--- src/rtl/mult_pkg.sv ---
// Definitions shared by the multiplier's bit-serial link blocks.
// Holds the receiver FSM state encodings and the default product width.
package mult_pkg;

   localparam logic [1:0] ST_IDLE  = 2'b00;
   localparam logic [1:0] ST_RECV  = 2'b01;
   localparam logic [1:0] ST_DRAIN = 2'b10;

   localparam int MULT_Z_W = 24;

endpackage

--- src/rtl/shift_in.sv ---
// Serial-to-parallel receiver for the framed LSB-first bit-serial link.
// Optional frame checking (frame_err) is compiled in with SHIFT_IN_FRAME_CHECK_EN.
//
// Interface timing: z_in is sampled only on edges where fz_in=1.
// z_parallel and z_valid are both updated on the edge that samples the last
// bit, so z_valid is high exactly while the new word first appears.
// There is no back-pressure: the consumer must take the word on the z_valid cycle
// or read the held z_parallel later.
module shift_in
   import mult_pkg::*;
#(
   parameter int WIDTH = MULT_Z_W,
   parameter int CNT_W = 5
) (
   input  logic             clk,
   input  logic             reset,
   input  logic             z_in,
   input  logic             fz_in,
   output logic [WIDTH-1:0] z_parallel,
   output logic             z_valid,
   output logic             busy,
   output logic             frame_err,
   output logic [1:0]       state_dbg
);

`ifdef SHIFT_IN_FRAME_CHECK_EN
   localparam bit CHECK_EN = 1'b1;
`else
   localparam bit CHECK_EN = 1'b0;
`endif

   logic [1:0]       state, state_nxt;
   logic [CNT_W-1:0] cnt, cnt_nxt;
   logic [WIDTH-2:0] shift_reg, shift_nxt;
   logic [WIDTH-1:0] par_nxt;
   logic             valid_nxt;
   logic             err_r, err_nxt;
   logic             err_done, err_done_nxt;
   logic [WIDTH-1:0] cat;
   logic             last_bit;

   // The top bit of a word never needs storage: it arrives with the load.
   assign cat      = {z_in, shift_reg};
   assign last_bit = (cnt == CNT_W'(WIDTH - 1));

   always_comb begin
      state_nxt    = state;
      cnt_nxt      = cnt;
      shift_nxt    = shift_reg;
      par_nxt      = z_parallel;
      valid_nxt    = 1'b0;
      err_nxt      = 1'b0;
      err_done_nxt = err_done;
      case (state)
         ST_IDLE: begin
            err_done_nxt = 1'b0;
            if (fz_in) begin
               shift_nxt = cat[WIDTH-1:1];
               cnt_nxt   = CNT_W'(1);
               state_nxt = ST_RECV;
            end
         end
         ST_RECV: begin
            if (fz_in) begin
               shift_nxt = cat[WIDTH-1:1];
               if (last_bit) begin
                  par_nxt   = cat;
                  valid_nxt = 1'b1;
                  cnt_nxt   = '0;
                  state_nxt = ST_DRAIN;
               end else begin
                  cnt_nxt = cnt + CNT_W'(1);
               end
            end else begin
               cnt_nxt   = '0;
               err_nxt   = CHECK_EN;
               state_nxt = ST_IDLE;
            end
         end
         ST_DRAIN: begin
            if (!fz_in) begin
               state_nxt = ST_IDLE;
            end else if (!err_done) begin
               err_nxt      = CHECK_EN;
               err_done_nxt = 1'b1;
            end
         end
         default: begin
            cnt_nxt   = '0;
            state_nxt = ST_IDLE;
         end
      endcase
   end

   always_ff @(posedge clk or negedge reset) begin
      if (!reset) begin
         state      <= ST_IDLE;
         cnt        <= '0;
         shift_reg  <= '0;
         z_parallel <= '0;
         z_valid    <= 1'b0;
         err_r      <= 1'b0;
         err_done   <= 1'b0;
      end else begin
         state      <= state_nxt;
         cnt        <= cnt_nxt;
         shift_reg  <= shift_nxt;
         z_parallel <= par_nxt;
         z_valid    <= valid_nxt;
         err_r      <= err_nxt;
         err_done   <= err_done_nxt;
      end
   end

   assign busy      = (state != ST_IDLE);
   assign frame_err = err_r;
   assign state_dbg = state;

endmodule

--- config.mk ---
export PLATFORM = sky130hd
export DESIGN_NAME = shift_in
export DESIGN_NICKNAME = d
export VERILOG_FILES = /design/src/rtl/mult_pkg.sv /design/src/rtl/shift_in.sv
export SDC_FILE = /design/constraint.sdc
export NUM_CORES = 1
export LEC_CHECK = 0
export ABC_AREA = 1
export CAP_MARGIN = 5
export CORE_MARGIN = 4
export CORE_UTILIZATION = 50
export DETAILED_ROUTE_END_ITERATION = 8
export DONT_BUFFER_PORTS = 1
export GPL_ROUTABILITY_DRIVEN = 0
export GPL_TIMING_DRIVEN = 1
export PLACE_DENSITY = 0.75
export SLEW_MARGIN = 20
export SYNTH_ARGS = -nofsm -noshare
export SYNTH_HDL_FRONTEND = slang
export SYNTH_SLANG_ARGS = --single-unit
--- constraint.sdc ---
create_clock -name clk -period 1.4 [get_ports clk]
set_clock_uncertainty 0.2 [all_clocks]
set_input_delay 0.28 -clock clk [delete_from_list [all_inputs] [get_ports clk]]
set_output_delay 0.28 -clock clk [all_outputs]
set_load 0.01 [all_outputs]
==> impl_metrics.yaml, run 1 <==
run_status:
  status: "finished, violations left"
  violations: "negative hold slack, negative setup slack"
drt:
  ant_nets: 0
  via_per_inst: 5.10
  routed_wl_um: 4310
  remaining_drc_errors: 0
  routedWlPerCell_um: 13.9
  vias: 1581
  drtPass1Iterations: 4
  drt_iter0_drc: 142
logic_synthesis:
  synth_nets: 245
  netlist_top_cells_area: "dfrtp_1 (62%), nand2_1 (18%), o21ai_0 (5.9%)"
  synth_top_area_cell: "dfrtp_1"
  synth.most_common_cell: "nand2_1"
  synth-async-reset-ratio_pct: 100
  postSynthAreaPerCell_um2: 9.24
  synth_warnings: 0
  synth_edf_count: 0
  synthFlopType: "dfrtp_1"
  synth.cells.most_frequent: "nand2_1 (106), dfrtp_1 (55), o21ai_0 (26)"
  syn_inst: 240
  ys_seq_elements: 55
  ys_seq_area_share_pct: 62.1
  netlist_area_um2: 2220
  yosys.cell_types.count: 22
  synth_top_area_share_pct: 62.1
power:
  max-vdd-ir-drop_mv: 0.564
  seq_power_share_pct: 62.6
  comb_power_share_pct: 7.0
  p_sw_share_pct: 24.6
  clkPwrFrac_pct: 30.4
  p_leak_nw: 1.38
  p_per_area_nw_per_um2: 1110
  finalPower_w: 0.00283
  p_int_w: 0.00213
  p_sw_w: 0.000696
clocking:
  numCtsBuffers: 5
  cts_sinks: 55
  cts.clk_slew.worst_paths_ns: 0.09
  tritoncts: "done"
  cts_hold_buf: 2
  root_buffer: "clkbuf_8"
  clock_latency_ns: 0.31
  htreeDepth: 2
  cts_buffer_depth: 2
timing:
  max_freq_ghz: 0.670
  drv_slew: 0
  rsz0062_at_grt: "true"
  hold_viol: 58
  fin_crit_ns: 1.49
  fin_setup_tns_ns: -1.98
  setup_slack_ns: -0.0930
  post-route-period-util_pct: 107
  holdWs_ns: -0.550
  setup_viol: 27
worst_setup_path:
  required_ns: 1.45
  crit_path_max_fanout: 11
  critPathArrivalTime_ns: 1.55
  worstRegToRegCells: 8
  r2r-start: "cnt[1]$_DFFE_PN0P_"
  criticalPathCategory: "flop to flop"
  r2r_slack_ns: -0.09
  cp-end-kind: "flop"
  slowest_delay_ns: 0.36
  crit_slowest_cell: "dfrtp_1"
  cp_common_cell: "nand2_1"
  startpoint_type: "flop"
  reg2reg_to: "z_parallel[16]$_DFFE_PN0P_"
  crit_chain: "ha_2, nand2_2, inv_2, nand2_4, nor3_4, buf_6, nand2_1, nand2_1"
floorplan:
  die-area_um2: 5560
  chipHeight_um: 74.6
  num_rows: 23
  start_util_pct: 53.5
  die_w_um: 74.6
  core_um2: 4140
  ioPinCount: 33
placement:
  dpl-instance-area_um2: 2330
  port_buffers: 0
  hpwl_um: 2520
grt:
  grt_max_degree: 56
  grt_pass1_wl_um: 7400
  antenna_found_initial: 0
  track_usage_pct: 18.1
  grt_overflow: 0
  grt_pass1_vias: 1542
layout:
  syn_to_final_growth_pct: 14.7
  drive_above_1_share_pct: 18.1
  final_nets: 264
  largest_reg_flops: 24
  antennaDiodeCount: 0
  postLayoutCoreUtil_pct: 61.4
  final_area_um2: 2540
min_path:
  hp-class: "input port to async pin"
job:
  drv_cap: 0
## repair_timing
item,4_1_cts,5_1_grt
setup buffers,1,0
gates cloned,3,0
endpoints found under the hold margin,64,57
gates resized for setup,11,11
setup endpoints to repair,38,56
pin swaps,3,0
## layout make-up
cell class	instances	area [um2]
multi-input cells	158	768
flip-flops and latches	55	1380
fillers	342	1600
clock buffers	5	68.8
well taps	50	62.6
inverters	20	80.1
repair buffers	19	168
clock inverters	3	18.8
## per-layer routing
layer	vias up	routed length (um)	global-route usage [%]
li1	786	-	-
met1	746	1840	24.1
met2	42	2090	26.4
met3	7	315	5.41
met4	0	63	9.88
met5	-	0	0
## layout by cell type (no fill, tap or decap), drive strengths merged
master and n:
nor4 1, dlygate4sd3 2, nand3b 4, dfrtp 55, clkbuf 5, nor2 4, conb 1, nor3 1
o21ai 26, inv 21, nand2 110, ha 1, buf 17, o211ai 1, o31ai 1, clkinv 2
xor2 1, a21oi 1, nand3 6
## worst max-delay path, delay by kind of cell, from the launching register on
kind          cells  cell delay [ns]
fa+ha+maj         1             0.19
buf+inv           2             0.24
simple gates      5             0.44
flops             1             0.36
## cells by family after synthesis
logic type | share of synthesized area, %
and+or+nand+nor | 23.0
DFF | 62.1
buffers and inverters | 7.00
AOI/OAI and AO/OA | 6.77
xor gates and xnor gates | 0.395
adders and majority gates | 0.564
other | 0.169
## metrics by stage
stage / hold slack (ns) / worst slack [ns] / std cells
floorplan: -0.216 / -0.110 / 240
global placement: -0.214 / -0.135 / 296
detailed placement: -0.214 / -0.187 / 296
CTS: -0.561 / -0.0956 / 310
global route: -0.575 / -0.234 / 310
finish: -0.550 / -0.0930 / 310
## power groups by stage
| stage | Combinational (W) | Sequential [W] | Clock (W) |
|---|---|---|---|
| global placement | 0.000165 | 0.00180 | 0 |
| global route | 0.000236 | 0.00179 | 0.000959 |
| floorplan | 0.000130 | 0.00179 | 0 |
| detailed placement | 0.000171 | 0.00180 | 0 |
| finish | 0.000198 | 0.00177 | 0.000860 |
| CTS | 0.000190 | 0.00177 | 0.000886 |
## how the worst max path moves through the flow
stage / from / end / slack (ns) / cells after the start
finish: cnt[1]$_DFFE_PN0P_ / z_parallel[16]$_DFFE_PN0P_ / -0.09 / 8
global route: cnt[0]$_DFFE_PN0P_ / z_parallel[15]$_DFFE_PN0P_ / -0.23 / 8
CTS: cnt[1]$_DFFE_PN0P_ / z_parallel[5]$_DFFE_PN0P_ / -0.1 / 8
detailed placement: cnt[0]$_DFFE_PN0P_ / z_parallel[16]$_DFFE_PN0P_ / -0.19 / 8
global placement: cnt[0]$_DFFE_PN0P_ / z_parallel[21]$_DFFE_PN0P_ / -0.13 / 8
floorplan: cnt[0]$_DFFE_PN0P_ / z_parallel[0]$_DFFE_PN0P_ / -0.11 / 9
No activity file was read; power rests on OpenSTA's default activity.
==> inputs of run 2 (changes only) <==
--- a/config.mk
+++ b/config.mk
@@ -8,12 +8,13 @@
 export ABC_AREA = 1
 export CAP_MARGIN = 5
 export CORE_MARGIN = 4
-export CORE_UTILIZATION = 50
+export CORE_UTILIZATION = 45
+export CTS_BUF_LIST = sky130_fd_sc_hd__clkbuf_16
 export DETAILED_ROUTE_END_ITERATION = 8
 export DONT_BUFFER_PORTS = 1
 export GPL_ROUTABILITY_DRIVEN = 0
 export GPL_TIMING_DRIVEN = 1
-export PLACE_DENSITY = 0.75
+export PLACE_DENSITY = 0.69
 export SLEW_MARGIN = 20
 export SYNTH_ARGS = -nofsm -noshare
 export SYNTH_HDL_FRONTEND = slang
==> run 2 against run 1 <==
  * Worst setup slack lost 0.053 ns
  * Worst hold slack gained 0.017 ns
  * Sequential share of layout area shrank 3.1 points
  * Wire length grew 5.6%
  * The run still ends with negative hold slack, negative setup slack left
  * Non-clock buffer count grew 5
  * Maximum frequency shrank 3.4%
  * Sequential power is essentially flat
  * Clock power grew 44%
  * Count of clock-buffer cells in the layout is the same
  * Design area grew 5.9%
==> impl_metrics.yaml, run 2 (synthesis gave the netlist of run 1 again) <==
worst_setup_path:
  crit_slowest_cell: "dfrtp_1"
  crit_chain: "ha_2, nand2_2, inv_2, nand2_4, inv_6, nand3b_2, nand2_1, nand2_1"
  critPathArrivalTime_ns: 1.53
  slowest_delay_ns: 0.36
  cpLargestDelayFamily: "simple AND/OR/NAND/NOR gates"
  crit_path_max_fanout: 6
  cp-end-kind: "flop"
  cp_common_cell: "nand2_1"
  criticalPathCategory: "flop to flop"
  required_ns: 1.39
  worst-path-buf-inv: 2
  startpoint_type: "flop"
  path_depth: 8
  worstRegToRegCells: 8
placement:
  dp_cells: 314
  hpwl_um: 2730
  port_buffers: 0
  pre_cts_ws_ns: -0.167
  dpl-instance-area_um2: 2360
clocking:
  cts_hold_buf: 2
  cts.clk_slew.worst_paths_ns: 0.08
  cts_sinks: 55
  numCtsBuffers: 5
  tritoncts: "done"
  cts_buffer_depth: 2
  htreeDepth: 2
  root_buffer: "clkbuf_16"
  clock_latency_ns: 0.30
timing:
  rsz0062_at_grt: "true"
  drv_slew: 0
  fin_setup_tns_ns: -3.16
  post-route-period-util_pct: 110
  setup_slack_ns: -0.145
  holdWs_ns: -0.533
  fin_crit_ns: 1.55
  setup_viol: 29
  hold_viol: 55
  max_freq_ghz: 0.647
floorplan:
  ioPinCount: 33
  core_um2: 4750
  num_rows: 25
  chipHeight_um: 78.2
  die_w_um: 78.2
  die-area_um2: 6110
  start_util_pct: 46.6
grt:
  grt_pass1_vias: 1575
  grt_overflow: 0
  antenna_found_initial: 0
  grt_pass1_wl_um: 7530
  grt_max_degree: 56
  track_usage_pct: 15.9
layout:
  final_nets: 269
  layout_commonest_cell: "nand2_1"
  largest_reg_flops: 24
  final_cell_mix: "nand2_1 (102), dfrtp_1 (55), o21ai_0 (23)"
  drive_above_1_share_pct: 20.4
  syn_to_final_growth_pct: 21.5
  antennaDiodeCount: 0
  final_area_um2: 2690
  instances_no_fill: 332
drt:
  routed_wl_um: 4550
  routedWlPerCell_um: 13.7
  vias: 1611
  drt_iter0_drc: 97
  ant_nets: 0
  via_per_inst: 4.85
  remaining_drc_errors: 0
  drtPass1Iterations: 4
power:
  max-vdd-ir-drop_mv: 0.548
  p_sw_w: 0.000771
  p_per_area_nw_per_um2: 1200
  clkPwrFrac_pct: 38.3
  seq_power_share_pct: 54.9
  p_int_w: 0.00246
  comb_power_share_pct: 6.7
  p_leak_nw: 1.44
  p_sw_share_pct: 23.8
job:
  drv_cap: 0
run_status:
  status: "finished, violations left"
  violations: "negative hold slack, negative setup slack"
min_path:
  hp-class: "input port to async pin"
run 2: changes by cell type in the layout (fill, tap and decap cells not counted), sizes merged:
cell | previous run | this run
buf | 17 | 22
run 2: cell type report:
cell class,instances,area (um2)
clock inverter,3,22.5
timing repair buffer,24,208
sequential,55,1380
tap,67,83.8
clock buffer,5,125
inverter,20,82.6
multi-input combinational,158,796
fill,438,2060
run 2: worst register-to-register path, cell delays in order (launching register included):
cell and delay (ns):
dfrtp_1 0.36, ha_2 0.21, nand2_2 0.07, inv_2 0.08
nand2_4 0.08, inv_6 0.12, nand3b_2 0.18, nand2_1 0.10
nand2_1 0.05
run 2: metal layers:
layer | vias to the layer above | global-route usage (%) | share of wire (%)
li1 | 801 | - | -
met1 | 772 | 21.0 | 43
met2 | 32 | 23.8 | 49
met3 | 6 | 4.93 | 6.5
met4 | 0 | 7.87 | 1.2
met5 | - | 0 | 0
run 2: final timing paths:
| kind | endpoint | slack, ns | from |
|---|---|---|---|
| min reg2reg | z_parallel[7]$_DFFE_PN0P_ | 0.29 | shift_reg[7]$_DFFE_PN0P_ |
| max | z_parallel[10]$_DFFE_PN0P_ | -0.15 | cnt[1]$_DFFE_PN0P_ |
| max in group asynchronous | z_parallel[12]$_DFFE_PN0P_ | 1.43 | reset |
| min in group clk | z_parallel[3]$_DFFE_PN0P_ | 0.01 | fz_in |
| max reg2reg | z_parallel[10]$_DFFE_PN0P_ | -0.15 | cnt[1]$_DFFE_PN0P_ |
| min | z_parallel[18]$_DFFE_PN0P_ | -0.53 | reset |
run 2: power groups by stage:
stage / logic (W) / registers [W] / clock network (W)
after detailed placement: 0.000180 / 0.00180 / 0
final: 0.000218 / 0.00178 / 0.00124
after global placement: 0.000172 / 0.00180 / 0
after floorplan: 0.000130 / 0.00179 / 0
after CTS: 0.000198 / 0.00177 / 0.00127
after global routing: 0.000252 / 0.00179 / 0.00132
run 2: metrics by stage:
| stage | total power [W] | util (%) |
|---|---|---|
| detailed placement | 0.00198 | 49.6 |
| global placement | 0.00197 | 49.6 |
| CTS | 0.00324 | 54.7 |
| finish | 0.00323 | 56.7 |
| global route | 0.00336 | 56.7 |
| floorplan | 0.00192 | - |
run 2: repair_timing:
action	4_1_cts	5_1_grt
gates resized for setup	12	16
pin swaps	2	1
cloned	2	1
setup buffers	2	3
endpoints found under the hold margin	58	55
setup endpoints to repair	27	54
